File: src/rtl/vmm_pkg.sv
// Shared definitions for the VMM job arbiter: FSM encoding, descriptor layout
// and the default loop-bound width.
package vmm_pkg;

  localparam int DIM_W_DEF   = 4;
  localparam int DESC_FIELDS = 3;

  // Field slot within a packed {l, n, m} descriptor, in units of DIM_W.
  localparam int L_OFF = 2;
  localparam int N_OFF = 1;
  localparam int M_OFF = 0;

  typedef enum logic [2:0] {
    ST_IDLE   = 3'd0,
    ST_LAUNCH = 3'd1,
    ST_RUN    = 3'd2,
    ST_ABORT  = 3'd3,
    ST_RESP   = 3'd4
  } state_e;

endpackage

File: src/rtl/vmm_job_arb_if.sv
// Requester-side and engine-side signals of the VMM job arbiter. The arbiter
// takes the slave view; requesters and the engine together form the master.
interface vmm_job_arb_if
  import vmm_pkg::*;
#(
  parameter int NREQ  = 4,
  parameter int DIM_W = DIM_W_DEF
);

  logic [NREQ-1:0]                  req;
  logic [NREQ*DESC_FIELDS*DIM_W-1:0] req_dim;
  logic [NREQ-1:0]                  gnt;
  logic [NREQ-1:0]                  done;
  logic [NREQ-1:0]                  err;
  logic [NREQ-1:0]                  out_valid;
  logic                             eng_start;
  logic                             eng_abort;
  logic [DIM_W-1:0]                 eng_l;
  logic [DIM_W-1:0]                 eng_n;
  logic [DIM_W-1:0]                 eng_m;
  logic                             eng_done;
  logic                             eng_out_valid;

  modport master (
    output req, req_dim, eng_done, eng_out_valid,
    input  gnt, done, err, out_valid, eng_start, eng_abort, eng_l, eng_n, eng_m
  );

  modport slave (
    input  req, req_dim, eng_done, eng_out_valid,
    output gnt, done, err, out_valid, eng_start, eng_abort, eng_l, eng_n, eng_m
  );

endinterface

File: src/rtl/vmm_job_arb_rr_pick.sv
// Combinational round-robin picker: first set request at or after ptr+1,
// wrapping modulo NREQ.
module rr_pick #(
  parameter  int NREQ  = 4,
  localparam int IDX_W = $clog2(NREQ)
) (
  input  logic [NREQ-1:0]  i_req,
  input  logic [IDX_W-1:0] i_ptr,
  output logic [IDX_W-1:0] o_winner,
  output logic             o_any_req
);

  logic [IDX_W-1:0] w_idx;

  always_comb begin
    // NOTE: every output gets a default before the loop so no latch is inferred.
    o_winner  = '0;
    o_any_req = 1'b0;
    w_idx     = '0;
    // Scan from the farthest candidate down so the nearest one after ptr wins last.
    for (int k = NREQ; k >= 1; k--) begin
      w_idx = IDX_W'((int'(i_ptr) + k) % NREQ);
      if (i_req[w_idx]) begin
        o_winner  = w_idx;
        o_any_req = 1'b1;
      end
    end
  end

endmodule

File: src/rtl/vmm_job_arb.sv
// Round-robin job scheduler sharing one VMM engine among NREQ requesters,
// with zero-dimension rejection and a RUN-state watchdog.
module vmm_job_arb
  import vmm_pkg::*;
#(
  parameter int NREQ    = 4,
  parameter int DIM_W   = DIM_W_DEF,
  parameter int TIMEOUT = 1024
) (
  input  logic          clk,
  input  logic          rst_,
  vmm_job_arb_if.slave  bus
);

  localparam int IDX_W  = $clog2(NREQ);
  localparam int WD_W   = $clog2(TIMEOUT);
  localparam int DESC_W = DESC_FIELDS * DIM_W;

  state_e           r_state;
  logic [IDX_W-1:0] r_ptr;
  logic [IDX_W-1:0] r_owner;
  logic [WD_W-1:0]  r_wdog;
  logic             r_err_flag;
  logic [NREQ-1:0]  r_gnt;
  logic [NREQ-1:0]  r_done;
  logic [NREQ-1:0]  r_err;
  logic             r_eng_start;
  logic             r_eng_abort;
  logic [DIM_W-1:0] r_eng_l;
  logic [DIM_W-1:0] r_eng_n;
  logic [DIM_W-1:0] r_eng_m;

  logic [IDX_W-1:0]  w_winner;
  logic              w_any_req;
  logic [DESC_W-1:0] w_desc;
  logic [DIM_W-1:0]  w_l;
  logic [DIM_W-1:0]  w_n;
  logic [DIM_W-1:0]  w_m;
  logic              w_zero_dim;
  logic [NREQ-1:0]   w_win_onehot;
  logic [NREQ-1:0]   w_own_onehot;

  rr_pick #(.NREQ(NREQ)) u_rr_pick (
    .i_req     (bus.req),
    .i_ptr     (r_ptr),
    .o_winner  (w_winner),
    .o_any_req (w_any_req)
  );

  assign w_desc       = bus.req_dim[w_winner*DESC_W +: DESC_W];
  assign w_l          = w_desc[L_OFF*DIM_W +: DIM_W];
  assign w_n          = w_desc[N_OFF*DIM_W +: DIM_W];
  assign w_m          = w_desc[M_OFF*DIM_W +: DIM_W];
  assign w_zero_dim   = (w_l == '0) || (w_n == '0) || (w_m == '0);
  assign w_win_onehot = NREQ'(1) << w_winner;
  assign w_own_onehot = NREQ'(1) << r_owner;

  always_ff @(posedge clk) begin
    if (rst_) begin
      r_state     <= ST_IDLE;
      r_ptr       <= IDX_W'(NREQ - 1);
      r_owner     <= '0;
      r_wdog      <= '0;
      r_err_flag  <= 1'b0;
      r_gnt       <= '0;
      r_done      <= '0;
      r_err       <= '0;
      r_eng_start <= 1'b0;
      r_eng_abort <= 1'b0;
      r_eng_l     <= '0;
      r_eng_n     <= '0;
      r_eng_m     <= '0;
    end else begin
      // NOTE: non-blocking defaults here make every pulse one cycle; a later
      // assignment in the case below overrides them for that edge only.
      r_eng_start <= 1'b0;
      r_eng_abort <= 1'b0;
      r_done      <= '0;
      r_err       <= '0;
      unique case (r_state)
        ST_IDLE: begin
          if (w_any_req) begin
            r_owner <= w_winner;
            r_ptr   <= w_winner;
            r_eng_l <= w_l;
            r_eng_n <= w_n;
            r_eng_m <= w_m;
            r_gnt   <= w_win_onehot;
            if (w_zero_dim) begin
              r_err_flag <= 1'b1;
              r_err      <= w_win_onehot;
              r_state    <= ST_RESP;
            end else begin
              r_err_flag  <= 1'b0;
              r_eng_start <= 1'b1;
              r_state     <= ST_LAUNCH;
            end
          end
        end
        ST_LAUNCH: begin
          r_wdog  <= '0;
          r_state <= ST_RUN;
        end
        ST_RUN: begin
          // A done arriving on the last watchdog cycle still counts as success.
          if (bus.eng_done) begin
            r_err_flag <= 1'b0;
            r_done     <= w_own_onehot;
            r_state    <= ST_RESP;
          end else if (r_wdog == WD_W'(TIMEOUT - 1)) begin
            r_eng_abort <= 1'b1;
            r_state     <= ST_ABORT;
          end else begin
            r_wdog <= r_wdog + 1'b1;
          end
        end
        ST_ABORT: begin
          r_err_flag <= 1'b1;
          r_err      <= w_own_onehot;
          r_state    <= ST_RESP;
        end
        ST_RESP: begin
          r_gnt   <= '0;
          r_state <= ST_IDLE;
        end
        default: r_state <= ST_IDLE;
      endcase
    end
  end

  assign bus.gnt       = r_gnt;
  assign bus.done      = r_done;
  assign bus.err       = r_err;
  assign bus.eng_start = r_eng_start;
  assign bus.eng_abort = r_eng_abort;
  assign bus.eng_l     = r_eng_l;
  assign bus.eng_n     = r_eng_n;
  assign bus.eng_m     = r_eng_m;
  assign bus.out_valid = (r_state == ST_RUN && bus.eng_out_valid) ? w_own_onehot : '0;

endmodule

File: src/flat_wrapper.sv
// flat-port wrapper written by rule: the top's interface ports become plain ports
module vmm_job_arb_flat import vmm_pkg::*;
#(
  parameter int NREQ    = 4,
  parameter int DIM_W   = DIM_W_DEF,
  parameter int TIMEOUT = 1024
)
  (clk, rst_, bus_req, bus_req_dim, bus_eng_done, bus_eng_out_valid, bus_gnt, bus_done, bus_err, bus_out_valid, bus_eng_start, bus_eng_abort, bus_eng_l, bus_eng_n, bus_eng_m);
  vmm_job_arb_if #(.NREQ(NREQ), .DIM_W(DIM_W)) bus_i ();
  input  logic clk;
  input  logic rst_;
  input wire logic [$bits(bus_i.req)-1:0] bus_req;
  input wire logic [$bits(bus_i.req_dim)-1:0] bus_req_dim;
  input wire logic [$bits(bus_i.eng_done)-1:0] bus_eng_done;
  input wire logic [$bits(bus_i.eng_out_valid)-1:0] bus_eng_out_valid;
  output wire logic [$bits(bus_i.gnt)-1:0] bus_gnt;
  output wire logic [$bits(bus_i.done)-1:0] bus_done;
  output wire logic [$bits(bus_i.err)-1:0] bus_err;
  output wire logic [$bits(bus_i.out_valid)-1:0] bus_out_valid;
  output wire logic [$bits(bus_i.eng_start)-1:0] bus_eng_start;
  output wire logic [$bits(bus_i.eng_abort)-1:0] bus_eng_abort;
  output wire logic [$bits(bus_i.eng_l)-1:0] bus_eng_l;
  output wire logic [$bits(bus_i.eng_n)-1:0] bus_eng_n;
  output wire logic [$bits(bus_i.eng_m)-1:0] bus_eng_m;
  assign bus_i.req = bus_req;
  assign bus_i.req_dim = bus_req_dim;
  assign bus_i.eng_done = bus_eng_done;
  assign bus_i.eng_out_valid = bus_eng_out_valid;
  assign bus_gnt = bus_i.gnt;
  assign bus_done = bus_i.done;
  assign bus_err = bus_i.err;
  assign bus_out_valid = bus_i.out_valid;
  assign bus_eng_start = bus_i.eng_start;
  assign bus_eng_abort = bus_i.eng_abort;
  assign bus_eng_l = bus_i.eng_l;
  assign bus_eng_n = bus_i.eng_n;
  assign bus_eng_m = bus_i.eng_m;
  vmm_job_arb #(.NREQ(NREQ), .DIM_W(DIM_W), .TIMEOUT(TIMEOUT)) u_core (.clk(clk), .rst_(rst_), .bus(bus_i));
endmodule
File: config.mk
export PLATFORM = sky130hd
export DESIGN_NAME = vmm_job_arb_flat
export DESIGN_NICKNAME = d
export VERILOG_FILES = /design/src/rtl/vmm_pkg.sv /design/src/rtl/vmm_job_arb_if.sv /design/src/rtl/vmm_job_arb_rr_pick.sv /design/src/rtl/vmm_job_arb.sv /design/src/flat_wrapper.sv
export SDC_FILE = /design/constraint.sdc
export NUM_CORES = 1
export LEC_CHECK = 0
export ABC_CLOCK_PERIOD_IN_PS = 1800
export CORE_ASPECT_RATIO = 0.5
export CORE_MARGIN = 2
export CORE_UTILIZATION = 40
export DETAILED_ROUTE_END_ITERATION = 8
export GPL_TIMING_DRIVEN = 1
export PLACE_DENSITY = 0.77
export SYNTH_ARGS = -nofsm -noshare
export SYNTH_HDL_FRONTEND = slang
export SYNTH_SLANG_ARGS = --single-unit
File: constraint.sdc
create_clock -name clk -period 1.8 [get_ports clk]
set_clock_uncertainty 0.05 [all_clocks]
set_input_delay 0.18 -clock clk [delete_from_list [all_inputs] [get_ports clk]]
set_output_delay 0.18 -clock clk [all_outputs]
set_load 0.02 [all_outputs]
Word level (Yosys, flattened, before mapping)
Index checks and enable logic that the tools add are counted.
{ "totals": {"reg_bits": 43, "output_inout_bits": 30, "input_bits": 56} }
{ "op_classes": {"n_eq_ne": 9, "n_bitwise": 4, "mul": 1, "shifts": 3, "add_sub_neg": 5, "reduce_logical": 16, "muxes": 32, "magnitude_cmp": 4} }
{ "op_table": {"columns": ["cell", "n"], "rows": [
  ["48-bit by 7-bit indexed part select with 12-bit output", 1],
  ["10-bit 2-to-1 mux", 2],
  ["10-bit case mux with 2 select lines", 1],
  ["4-bit 2-to-1 mux", 4],
  ["4-bit case mux with 2 select lines", 2],
  ["4-bit zero test", 3],
  ["2-bit by 3-bit less-than comparator with 1-bit output, second input constant", 4],
  ["3-bit 2-to-1 mux", 4],
  ["3-bit case mux with 4 select lines", 1],
  ["10-bit by 1-bit adder with 10-bit output, second input constant", 1],
  ["10-bit equality test, second input constant", 1],
  ["1-bit 2-to-1 mux", 10],
  ["3-bit OR reduction", 3],
  ["1-bit binary-select mux with 2-bit select", 4],
  ["2-bit 2-to-1 mux", 4],
  ["1-bit by 2-bit << shifter with 4-bit output, first input constant", 2],
  ["3-bit by 2-bit equality test with 1-bit output, second input constant", 2],
  ["2-bit != test, second input constant", 3],
  ["2-bit AND reduction", 3],
  ["2-bit by 1-bit adder with 2-bit output, second input constant", 2],
  ["2-bit adder, second input constant", 2],
  ["2-bit by 2-bit multiplier with 4-bit output, second input constant", 1],
  ["1-bit inverter", 4],
  ["2-bit nonzero test", 2],
  ["7 further kinds", 8]
]} }

Logic depth before layout (Yosys ltp)
Gate-level depths: netlist (run 1).
{ "logic_depth": {"depth_word": 15, "mapped_depth": 7, "ltp_nobuf": 6} }

Modules after synthesis
A second synthesis (run 1) with hierarchy kept.
{ "unflattened": {"cells_unflattened": 247, "hier_area_um2": 2250.9} }
{ "modules_own_cells": {"columns": ["mod", "cells_each", "area_each_um2", "seq_area_each_um2", "instances"], "rows": [
  ["vmm_job_arb", 233, 2159.6, 860.8, 1],
  ["rr_pick", 14, 91.3, 0.0, 1]
]} }

Worst setup path before layout (run 1)
No wires, ideal clock.
{ "synth_timing": {"kind": "register to register", "start": "register u_core.r_wdog[0]", "end": "register u_core.r_wdog[8]", "path_buffers": 1, "arrival_ns": 1.669, "synth_period_minus_slack_ns": 1.791, "stages_incl_launch_ff": 8, "path_slack_ns": 0.009, "cell_sequence": "dfxtp_1 ha_1 nand3_1 o31ai_2 a21o_1 buf_6 or4_1 a21oi_1"} }
{ "synth_between": {"elab_chain_len": 4, "elab_cells_between_ends": 7} }
{ "synth_rtl": {"columns": ["item", "line", "text"], "rows": [
  ["from (decl)", "vmm_job_arb.sv:22", "logic [WD_W-1:0] r_wdog;"],
  ["from (signal assigned)", "vmm_job_arb.sv:114", "r_wdog <= r_wdog + 1'b1;"],
  ["10-bit by 1-bit adder with 10-bit output", "vmm_job_arb.sv:114", null],
  ["10-bit 2-to-1 mux", "vmm_job_arb.sv:110", "end else if (r_wdog == WD_W'(TIMEOUT - 1)) begin"],
  ["10-bit 2-to-1 mux", "vmm_job_arb.sv:106", "if (bus.eng_done) begin"],
  ["10-bit case mux with 2 select lines", "vmm_job_arb.sv:80", "unique case (r_state)"]
]} }
Several ways; a longest one is shown, not always the timed one. The select of a mux whose other input is x is not followed.
A chain may end at the register's enable or synchronous reset.

Final worst setup path (run 1)
{ "layout_timing": {"start": "register u_core.r_state[0]", "end": "register u_core.r_wdog[7]"} }
{ "layout_between": {"elab_chain_len": 3, "elab_cells_between_ends": 7} }
{ "layout_rtl": {"columns": ["item", "line", "text"], "rows": [
  ["from (decl)", "vmm_job_arb.sv:19", "state_e r_state;"],
  ["from (signal assigned)", "vmm_job_arb.sv:60", "r_state <= ST_IDLE;"],
  ["from (signal assigned)", "vmm_job_arb.sv:92", "r_state <= ST_RESP;"],
  ["from (signal assigned)", "vmm_job_arb.sv:96", "r_state <= ST_LAUNCH;"],
  ["3-bit by 2-bit equality test with 1-bit output or 3-bit by 1-bit equality test with 1-bit output (tied branches)", "vmm_job_arb.sv:80", null],
  ["2-bit != test (no line) or 2-bit nonzero test (tied branches)", null, null],
  ["3-bit AND reduction (no line)", null, null]
]} }
Several ways; a longest one is shown, not always the timed one.

==> impl.org, run 1 <==
** Critical path
- Maximum fanout count along the critical path :: 6
- R2r endpoint :: u_core.r_wdog[7]
- Capturing instance or port of the critical path :: u_core.r_wdog[7]
- Worst flop-to-flop path startpoint :: u_core.r_state[0]
- The critical path is of the flop to flop type.
- Endpoint kind of the worst setup timing path :: flop
- At the worst endpoint, the arrival time is 1.95 ns.
- The most critical setup path has its startpoint at u_core.r_state[0].
- The number of cells on the worst reg-to-reg path is 6.
- Data required time of the worst path :: 1.96 ns
- Critical path startpoint category :: flop
- Across all register-to-register paths, the minimum setup slack is 0.02 ns.

** Place
- Routability-driven placement finished with a final weighted congestion of slightly below 0.9.
- DP Wirelength :: 5.85 mm
- # port buffers :: 85
- Cell area after placement :: roughly 3600 µm²

** CTS
- Counting every sink on the clock net gives 43.
- CTS Buffer Depth :: 2
- Clock tree from TritonCTS :: built
- Post-cts hold buffer count :: 0
- Clock transition at path regs :: 0.06 ns
- Count of H-tree levels built during CTS :: 2
- The root buffer cell chosen for the clock tree is sky130_fd_sc_hd__clkbuf_16.
- CTS buffer count :: 5
- Worst-skew pair later-pin latency :: 0.29 ns

** Yosys
- For this run, asynchronously set or reset flops after synthesis account for 0%.
- Synthesis handed over a netlist of between 200 and 300 instances.
- Each instance of the synthesized netlist takes up on average about 8.4 µm².
- Synthesis produced a netlist with a net count of approximately 340.
- Most area-consuming cells after synthesis :: sky130_fd_sc_hd__dfxtp_1, sky130_fd_sc_hd__mux2i_1, sky130_fd_sc_hd__nand2_1
- The Yosys step of the flow raised 0 warnings.
- Number of flops mapped to enable cells by yosys :: 0
- Register bit count reported by yosys :: 43
- After synthesis, flip-flops and latches occupy 36.6% of the total area.
- Counting distinct cell types in the post-synthesis netlist gives 46.
- Yosys instantiated no cell more often than sky130_fd_sc_hd__dfxtp_1.
- Share of the synthesized area in the top cell type :: 36.6%
- The synthesized netlist occupies a cell area of roughly 2400 µm².
- By count the netlist is led by sky130_fd_sc_hd__dfxtp_1, sky130_fd_sc_hd__nand2_1, sky130_fd_sc_hd__nor2_1.
- For this run, the leading register cell type out of synthesis is sky130_fd_sc_hd__dfxtp_1.
- Post-synth top area cell :: sky130_fd_sc_hd__dfxtp_1

** Power
- Leakage :: 0.00153 µW
- Total Power Consumption :: 4670 µW
- Power spread over the standard cell area amounts to 1220 nW/µm².
- Highest ir drop seen on vdd :: 0.663 mV

** Route
- DR vias/cell :: around 5.6
- In the final routed layout, each cell accounts on average for 16.9 µm.
- Summed over all layers, the routed wires come to 7.96 mm.
- After detailed routing, the number of remaining DRC violations is 0.
- Before antenna repair, the detailed router went through 5 iterations.
- The final route contains 2634 vias.
- Number of nets with antenna violations after detailed routing :: 0
- 1st-iter DRT viols :: just under 200

** Status
- Outcome :: finished clean

** Global routing
- Global routing usage summed across all routing layers :: 24.6%
- Entering global routing, the biggest net connects 24 pins.
- Vias in the first global route :: 2744
- The total overflow left after global routing is 0.
- Global-route wire length before repair :: 12.8 mm
- Number of antenna violations at the first check in global routing :: 0

** Timing
- Timing would allow up to 560 MHz.
- Final-report max-slew violation count :: 0
- Measured against its own limit, the worst slew margin works out to around 53%.
- Setup repair after global routing missed its margin :: true
- Part of the cycle the worst path needs :: 99.2%
- For the pin with the worst max-slew slack, the measured transition is 0.709 ns.
- Period minus WS final :: 1.78 ns
- The count of endpoints failing hold in the final timing report came to 0.
- Worst Hold Margin :: 0.431 ns
- Total setup violations reported at the end of the flow :: 0

** Run
- Across the run, the number of max-cap violations was 0.

** Die
- Number of top-level pins :: 86
- For this configuration, the core starts out at a cell density of 42.1%.
- From bottom edge to top edge, the die measures between 50 and 60 µm.
- The floorplan step defined a core boundary enclosing 5590 µm².
- Die extent in x :: 112 µm
- Die area :: 6550 µm²
- Cell row count :: 19

** Hold path
- The min-delay analysis places its worst path in the category flop to flop.

** Cells and area
- P&R area growth vs syn :: 62.9%
- Final core utilization :: 68.6%
- Fill cells in the final layout number around 430.
- Post-Layout Inst Area :: about 3800 µm²
- The post-route netlist has 18.3% of its cells at a drive strength greater than 1.
- 0 antenna diodes ended up in the layout.
- The net count of the finished layout is between 400 and 500.
[routing by layer]
metal / routed length, µm / share of wire, % / global-route usage [%]
met1: 3500 / 44 / 30.0
met2: 4060 / 51 / 45.2
met3: 272 / 3.4 / 4.29
met4: 121 / 1.5 / 7.84
met5: 0 / 0 / 0
[logic make-up after synthesis]
| kind of cell | count (synthesis) | synth area share [%] |
|---|---|---|
| XOR/XNOR | 3 | 1.12 |
| buffers and inverters | 17 | 3.46 |
| AND/OR/NAND/NOR | 135 | 29.0 |
| multiplexers | 27 | 11.5 |
| flip-flops | 43 | 36.6 |
| AO/OA/AOI/OAI | 53 | 17.8 |
| adder cells (fa/ha/maj) | 1 | 0.532 |
[per-stage QoR]
stage               setup TNS [ns]  instances  setup WS (ns)
global placement             -5.88        459         -0.269
CTS                              0        470        0.00102
floorplan                        0        279        0.00892
global route                -0.372        471        -0.0455
detailed placement           -8.30        459         -0.369
finish                           0        471         0.0150
[registers in the layout, indices dropped and copies added, names as in the netlist]
signal / flops
u_core.r_ptr: 2
u_core.bus.eng_l: 4
u_core.bus.err: 4
u_core.r_wdog: 10
u_core.r_owner: 2
u_core.bus.done: 4
u_core.bus.eng_m: 4
u_core.bus.eng_start: 1
u_core.bus.gnt: 4
u_core.bus.eng_abort: 1
u_core.r_state: 3
u_core.bus.eng_n: 4
[critical path, cell delays in order, from the launching register on]
cell and delay (ns):
sky130_fd_sc_hd__dfxtp_1 0.32, sky130_fd_sc_hd__buf_4 0.16, sky130_fd_sc_hd__nor3b_4 0.19, sky130_fd_sc_hd__o31ai_2 0.12, sky130_fd_sc_hd__a21o_2 0.24, sky130_fd_sc_hd__or4_1 0.48, sky130_fd_sc_hd__a21oi_1 0.16
[final cells by class]
| type | instances | area [µm²] | share of cell area [%] |
|---|---|---|---|
| clock buffer | 6 | 139 | 3.62 |
| inverter | 2 | 7.51 | 0.196 |
| timing repair buffer | 125 | 1210 | 31.5 |
| multi-input combinational | 220 | 1490 | 38.9 |
| clock inverter | 2 | 35.0 | 0.914 |
| sequential | 43 | 863 | 22.5 |
| tap | 73 | 91.3 | 2.38 |
[cell usage in the layout, fill, tap and decap left out, types with 4 or more instances in the layout]
cell and n:
sky130_fd_sc_hd__nor2b_1 13, sky130_fd_sc_hd__nor2_1 28, sky130_fd_sc_hd__buf_2 4, sky130_fd_sc_hd__nor4_1 12, sky130_fd_sc_hd__dfxtp_1 41, sky130_fd_sc_hd__o31ai_1 6, sky130_fd_sc_hd__a32o_1 12, sky130_fd_sc_hd__buf_12 4
sky130_fd_sc_hd__nand2b_1 5, sky130_fd_sc_hd__clkdlybuf4s50_1 79, sky130_fd_sc_hd__a21oi_1 9, sky130_fd_sc_hd__mux2i_2 4, sky130_fd_sc_hd__nand2_1 36, sky130_fd_sc_hd__buf_4 34, sky130_fd_sc_hd__nor3_1 9, sky130_fd_sc_hd__clkbuf_16 5
sky130_fd_sc_hd__nand3_1 7, sky130_fd_sc_hd__or4_1 6, sky130_fd_sc_hd__mux2i_1 22
[timing repair]
action,in CTS,in global routing
resized for setup,21,16
pin swaps,3,9
setup buffers,1,1
setup endpoints to repair,24,30
gates cloned,2,0
[power by group]
group	switching [µW]	internal, µW	total (µW)
clock	369	690	1060
combinational	1150	1170	2320
sequential	135	1150	1290
[worst min path at each step]
stage / to / from / cells after the start / slack [ns]
2_1_floorplan: u_core.bus.eng_abort / bus_eng_done / 2 / 0.31
3_3_place_gp: u_core.r_wdog[1] / u_core.r_wdog[1] / 2 / 0.41
3_5_place_dp: u_core.r_wdog[9] / u_core.r_wdog[9] / 2 / 0.42
4_1_cts: u_core.r_wdog[1] / u_core.r_wdog[1] / 2 / 0.43
5_1_grt: u_core.r_wdog[1] / u_core.r_wdog[1] / 2 / 0.45
6_report: u_core.r_wdog[1] / u_core.r_wdog[1] / 2 / 0.43
Power figures use the tool's default switching activity.
==> run 2, diff against run 1 <==
TNS_END_PERCENT = 50   (was unset)
==> run 2 against run 1 <==
Combinational power hardly changed. Cell count stayed put. Critical path type unchanged. Die area stayed put. Largest power group unchanged. First-iteration DRC count is 0.52% lower. Highest routed layer unchanged.
==> impl.org, run 2 (synthesis gave the netlist of run 1 again) <==
** Status
- Outcome :: finished clean

** Cells and area
- Number of flip-flops under the largest register name :: 10
- Layout cells sized above 1 :: between 10% and 20%
- Most frequent cells in the layout :: sky130_fd_sc_hd__clkdlybuf4s50_1, sky130_fd_sc_hd__dfxtp_1, sky130_fd_sc_hd__nand2_1
- Final core utilization :: around two thirds
- The finished cells cover roughly 3800 µm².
- Number of standard cells in the layout, taps in and fillers out :: 471
- P&R area growth vs syn :: 62.9%
- Area occupied by multi-input gates :: 1490 µm²
- Counting the fill cells in the layout gives around 430.
- The library cell used most frequently in the layout, excluding fill and tap cells, is sky130_fd_sc_hd__clkdlybuf4s50_1.
- Largest register by flop count :: u_core.r_wdog
- The repair_antennas step left the layout with diodes totalling 0.
- Flip-flop and latch area :: 863 µm²
- Nets@finish :: 454

** Place
- Cell area after placement :: about 3600 µm²
- Weighted congestion at the end of routability-driven global placement :: 0.886
- Counting tap cells, the placed design contains a total of ~460 instances.
- # port buffers :: 85
- Detailed placement finished with a half-perimeter wire length of 5.85 mm.

** Global routing
- Vias in the first global route :: about 2700
- In the global route stage, overall resource usage came out at 24.6%.
- Entering global routing, the biggest net connects 24 pins.
- The number of antenna violations at the first check in global routing is 0.
- The first global-routing pass estimated 12.8 mm of wire.
- Summed over all layers, the global routing overflow is 0.

** Critical path
- Critical path startpoint category :: flop
- Together, buffers and inverters on the worst path number 1.
- For the worst flop-to-flop path, the logic depth is 6.
- The largest single stage delay on the critical path is roughly 0.48 ns.
- Endpoint kind of the worst setup timing path :: flop
- In this run the register-to-register setup slack is between 0.015 and 0.02 ns.
- Chain of cells forming the critical path :: buf_4, nor3b_4, o31ai_2, a21o_2, or4_1, a21oi_1
- Maximum fanout count along the critical path :: 6
- Endpoint arrival time on the critical path :: approximately 1.9 ns
- CP max stage cell :: sky130_fd_sc_hd__or4_1
- R2r endpoint :: u_core.r_wdog[7]
- The worst setup path is of the flop to flop kind.
- The worst register-to-register path begins at u_core.r_state[0].
- Largest delay contributor family on the critical path :: simple AND/OR/NAND/NOR gates
- Data required time of the worst path :: 1.96 ns

** Route
- Vias after detailed routing :: 2649
- Pre-antenna DRT Iters :: 4
- DRC errors left :: 0
- 1st-iter DRT viols :: 192
- Number of nets with antenna violations after detailed routing :: 0
- For this block, the routed nets add up to about 8 mm of wire.
- Avg WL per Cell :: 16.9 µm
- DR vias/cell :: 5.62

** Die
- The floorplan step defined a die boundary enclosing 6550 µm².
- The core region is between 5000 and 6000 µm².
- From left edge to right edge, the die measures 112 µm.
- 86 I/O pins were placed.
- Starting Density :: 42.1%
- Cell row count :: 19
- Vert. Die Dim :: 58.2 µm

** Hold path
- The worst hold path passes through 2 cells.
- The startpoint identified for the worst hold timing path is u_core.r_wdog[1].
- HP Class :: flop to flop
- Worst Hold Endpoint :: u_core.r_wdog[1]

** CTS
- TritonCTS built the clock tree.
- Worst-skew pair later-pin latency :: around 0.28 ns
- Root cell of the clock tree :: sky130_fd_sc_hd__clkbuf_16
- The clock passes through at most 2 buffers.
- Clock-pin slew was measured on the worst setup and hold paths at approximately 0.060 ns.
- Clock tree synthesis inserted a total of 5 buffers.
- Post-cts hold buffer count :: 0
- Clock tree synthesis found a total of 43 sinks.
- The H-tree was split into 2 levels.

** Timing
- Part of the cycle the worst path needs :: a little over nine tenths
- Slew at the pin with the worst max-slew slack :: 0.724 ns
- Slew Limit Headroom :: slightly above 50%
- Worst Hold Margin :: 0.432 ns
- The count of pins over their slew limit is 0.
- Fmax achieved :: 562 MHz
- Period minus WS final :: 1.78 ns
- TNS Setup :: 0 ns
- Setup repair after global routing could not meet its margin everywhere.
- Final hold violations :: 0
- Setup violations remaining at the end of the flow were counted as 0.

** Power
- Power per cell area :: 1220 nW/µm²
- The worst-case IR drop observed on VDD is 0.663 mV.
- Summed over all cells, the static leakage comes to 0.00153 µW.

** Run
- Count of max-cap constraint violations :: 0
[run 2: cell counts in the layout (fill, tap and decap cells not counted)]
Identical to the previous run, type by type.
[run 2: what timing repair did]
action | CTS | global route
resized for setup | 21 | 16
endpoints found under the setup margin | 24 | 30
endpoints found under the hold margin | 0 | 0
buffers inserted | 1 | 1
pin swaps | 3 | 9
gates cloned | 2 | 0
[run 2: where the power goes]
part	total, µW	internal (µW)	switching, µW
logic	2330	1170	1150
registers	1290	1150	135
clock network	1060	690	368
[run 2: cell type report]
class,count,share of cell area (%)
sequential,43,22.5
timing repair buffer,125,31.5
multi-input combinational,220,38.9
clock buffer,6,3.62
clock inverter,2,0.914
tap,73,2.38
inverter,2,0.196
[run 2: worst max-delay path by stage]
| stage | from | end | slack, ns | cells after the start |
|---|---|---|---|---|
| 2_1_floorplan | u_core.r_wdog[0] | u_core.r_wdog[8] | 0.009 | 7 |
| 3_3_place_gp | bus_req[1] | u_core.bus.eng_start | -0.27 | 7 |
| 3_5_place_dp | bus_req[1] | u_core.r_state[2] | -0.37 | 6 |
| 4_1_cts | u_core.r_wdog[0] | u_core.r_wdog[7] | 0.001 | 6 |
| 5_1_grt | u_core.r_ptr[0] | u_core.bus.eng_n[2] | -0.05 | 7 |
| 6_report | u_core.r_state[0] | u_core.r_wdog[7] | 0.02 | 6 |
[run 2: worst register-to-register path, delay by kind of cell, from the launching register on]
kind | cells | cell delay (ns)
flip-flops | 1 | 0.32
AO/OA/AOI/OAI | 3 | 0.52
AND/OR/NAND/NOR | 2 | 0.67
buffers and inverters | 1 | 0.16
[run 2: layer usage]
layer	global-route usage [%]	vias up	part of all wire, %
li1	-	1267	-
met1	30.0	1290	43
met2	45.2	76	51
met3	4.29	16	4.0
met4	7.84	0	1.5
met5	0	-	0
[run 2: per-stage QoR]
stage	setup slack, ns	power, µW
3_3_place_gp	-0.269	3370
5_1_grt	-0.0455	4890
2_1_floorplan	0.00892	2450
4_1_cts	0.00102	4600
3_5_place_dp	-0.369	3430
6_report	0.0193	4680
==> run 3, diff against run 2 <==
ABC_CLOCK_PERIOD_IN_PS = 1500   (was 1800)
SKIP_LAST_GASP = 1   (was unset)
clock period = 1.5 ns   (was 1.8 ns; I/O delays follow)
==> run 3 against run 2 <==
The flow now finishes with violations (setup timing). Sequential power grew 23%. Die area is the same. Critical path depth is the same. Cell count grew 7.4%. Critical path type is now input pin to flop. Critical endpoint is now u_core.r_state[0].
==> impl.org, run 3 (synthesis gave the netlist of run 1 again) <==
** Place
- Buffers placed on the I/O ports in this run total 85.
- The number of placed instances, taps included, is 481.
- DP Wirelength :: roughly 5.9 mm
- Weighted congestion at the end of routability-driven global placement :: 0.848
- Once placement finished, the instance area stood at 3780 µm².

** Critical path
- Maximum fanout count along the critical path :: 2
- At the worst endpoint, the required time is 1.61 ns.
- CP startpoint :: bus_req_dim[40]
- Worst flop-to-flop path startpoint :: u_core.r_state[1]
- On the critical path, the stage with the largest delay is an instance of sky130_fd_sc_hd__nor4_1.
- Capturing instance or port of the critical path :: u_core.r_state[0]
- Class of the most critical setup path :: input pin to flop
- Endpoint arrival time on the critical path :: a little over 2 ns
- Setup slack on the worst reg-to-reg path comes out at -0.31 ns.
- STA classifies the critical path endpoint as a flop.
- Measured in cells, the most critical reg-to-reg path has a length of 5.
- Chain of cells forming the critical path :: clkdlybuf4s50_1, nor4_1, nor3_1, mux2_4, mux2i_4, o31ai_2
- The worst setup path is launched from an input pin.
- In this design, the stage delay of the slowest critical-path cell is 0.55 ns.
- R2r endpoint :: u_core.r_state[0]

** CTS
- CTS Buffer Depth :: 2
- Post-cts hold buffer count :: 0
- CTS saw 43 sinks.
- After clock tree synthesis, the clock-pin slew on the worst setup and hold paths is 0.07 ns.
- Clock latency on the worst-skew pair, taken at its later pin, is 0.29 ns.
- The number of clock buffers added by TritonCTS is 5.
- The H-tree generated during clock tree synthesis spans 2 levels.
- Clock tree from TritonCTS :: built
- Root cell of the clock tree :: sky130_fd_sc_hd__clkbuf_16

** Power
- Highest ir drop seen on vdd :: 0.838 mV
- Power per cell area :: about 1500 nW/µm²
- Summed over all cells, the static leakage comes to 0.00174 µW.
- Internal power consumption :: between 4000 and 5000 µW
- In this run, flip-flops and latches consume 24.1% of the power.
- For this design the total switching power over the nets is 2390 µW.
- Fraction of power spent switching nets :: a little over a third
- Total Power Consumption :: 6600 µW
- Power share of the clock group :: 22.0%
- Relative contribution of combinational cells to total power :: 53.8%

** Cells and area
- Post-Layout Inst Area :: 4340 µm²
- Cells fill 77.6% of the core in the end.
- Layout cells sized above 1 :: a little under a third
- Diodes inserted :: 0
- The area growth from synthesis to layout is 84.2%.
- The register with the most flip-flops in the layout has 10 of them.
- Largest register by flop count :: u_core.r_wdog
- The final layout contains around 490 nets.
- After the flow finishes, the layout carries non-filler instances totaling 506.
- Filler cell count :: approximately 320
- Most common cell after layout, fill and taps aside :: sky130_fd_sc_hd__clkdlybuf4s50_1
- In the layout the commonest cells are sky130_fd_sc_hd__clkdlybuf4s50_1, sky130_fd_sc_hd__buf_4, sky130_fd_sc_hd__dfxtp_1.
- Across the whole layout, storage elements account for 872 µm².
- Area occupied by multi-input gates :: 1690 µm²

** Route
- The first detailed-routing pass ran for 8 iterations.
- The final layout contains routed wiring with a total length of 10.2 mm.
- In the routed design, unresolved DRC markers number 0.
- The first routing iteration left 209 violations.
- After detailed routing, the number of vias per cell comes to 5.90.
- The count of nets left with antenna violations once routing finished came out at 0.
- Vias after detailed routing :: 2984
- Avg WL per Cell :: 20.1 µm

** Global routing
- Global-route layer with the greatest usage :: met2
- Met2 Resource Use GR :: roughly 50%
- Global Route met3 Usage :: 5.44%
- Number of antenna violations at the first check in global routing :: 0
- For this run, the total global-route usage over all layers was measured as 26.7%.
- Global-route wire length before repair :: 13.8 mm
- The via count of the first global-routing pass was 2911.
- Global routing consumed, on the met1 layer, 31.2% of the routing resources.
- Overflow left after global routing :: 0
- Entering global routing, the biggest net connects 18 pins.

** Status
- The run finished, with violations left.
- Violated checks :: setup timing

** Die
- Die area :: 6550 µm²
- Vert. Die Dim :: just under 60 µm
- The core region is 5590 µm².
- In this run the core area contains 19 standard-cell rows.
- Starting Density :: 42.1%
- Die extent in x :: between 100 and 150 µm
- Number of top-level pins :: 86

** Timing
- Slew at the pin with the worst max-slew slack :: 0.666 ns
- Dividing the final minimum period by the clock period gives 128%.
- Setup repair after global routing missed its margin :: true
- Measured against its own limit, the worst slew margin works out to a little under three fifths.
- Final hold violations :: 0
- Setup violations remaining at the end of the flow were counted as 46.
- Final critical-path setup slack :: -0.415 ns
- The count of pins over their slew limit is 0.
- Period minus WS final :: 1.92 ns
- Derived from the worst setup path, the maximum achievable clock frequency is 522 MHz.

** Run
- Across the run, the number of max-cap violations was 0.

** Hold path
- HP Class :: flop to flop
- Hold path startpoint :: u_core.r_wdog[8]
==> run 3: what timing repair did <==
item,in CTS,in global routing
pin swaps,11,24
setup endpoints to repair,42,43
resized for setup,47,26
buffers inserted,6,9
cloned,1,1
==> run 3: metrics by stage <==
step           TNS, ns  setup WS (ns)  hold WS (ns)
2_1_floorplan    -1.05        -0.0960         0.279
6_report         -9.90         -0.415         0.443
3_3_place_gp    -17.93         -0.545         0.415
5_1_grt         -12.12         -0.454         0.474
3_5_place_dp    -20.02         -0.624         0.435
4_1_cts          -7.29         -0.274         0.444
==> run 3: how the worst min path moves through the flow <==
stage               slack, ns  depth (start not counted)                   end
floorplan                0.28                          2  u_core.bus.eng_abort
detailed placement       0.44                          2      u_core.r_wdog[8]
finish                   0.44                          2      u_core.r_wdog[8]
global route             0.47                          2      u_core.r_wdog[8]
global placement         0.41                          2      u_core.r_wdog[8]
CTS                      0.44                          2      u_core.r_wdog[8]
==> run 3: critical path: cells and delay by family <==
| kind | cells | cell delay [ns] |
|---|---|---|
| simple gates | 2 | 0.76 |
| buf+inv | 1 | 0.49 |
| compound gates | 1 | 0.11 |
| mux | 2 | 0.52 |
==> run 3: area by class of cell <==
type	instances	share of cell area, %
Timing Repair Buffer	160	34.2
Sequential cell	43	20.1
Multi-Input combinational cell	220	39.0
Inverter	2	0.173
Tap cell	73	2.11
Clock buffer	5	2.89
Clock inverter	3	1.56
==> run 3: metal layers <==
metal	vias to the layer above	share of wire [%]
met4	0	3.8
li1	1342	-
met3	42	6.0
met5	-	0
met1	1437	40
met2	163	51
==> run 3: power by group through the flow <==
stage / clock, µW / sequential (µW) / combinational, µW
4_1_cts: 1430 / 1550 / 3080
6_report: 1460 / 1590 / 3550
2_1_floorplan: 0 / 1760 / 1260
3_3_place_gp: 0 / 1570 / 2700
5_1_grt: 1510 / 1600 / 3690
3_5_place_dp: 0 / 1570 / 2760
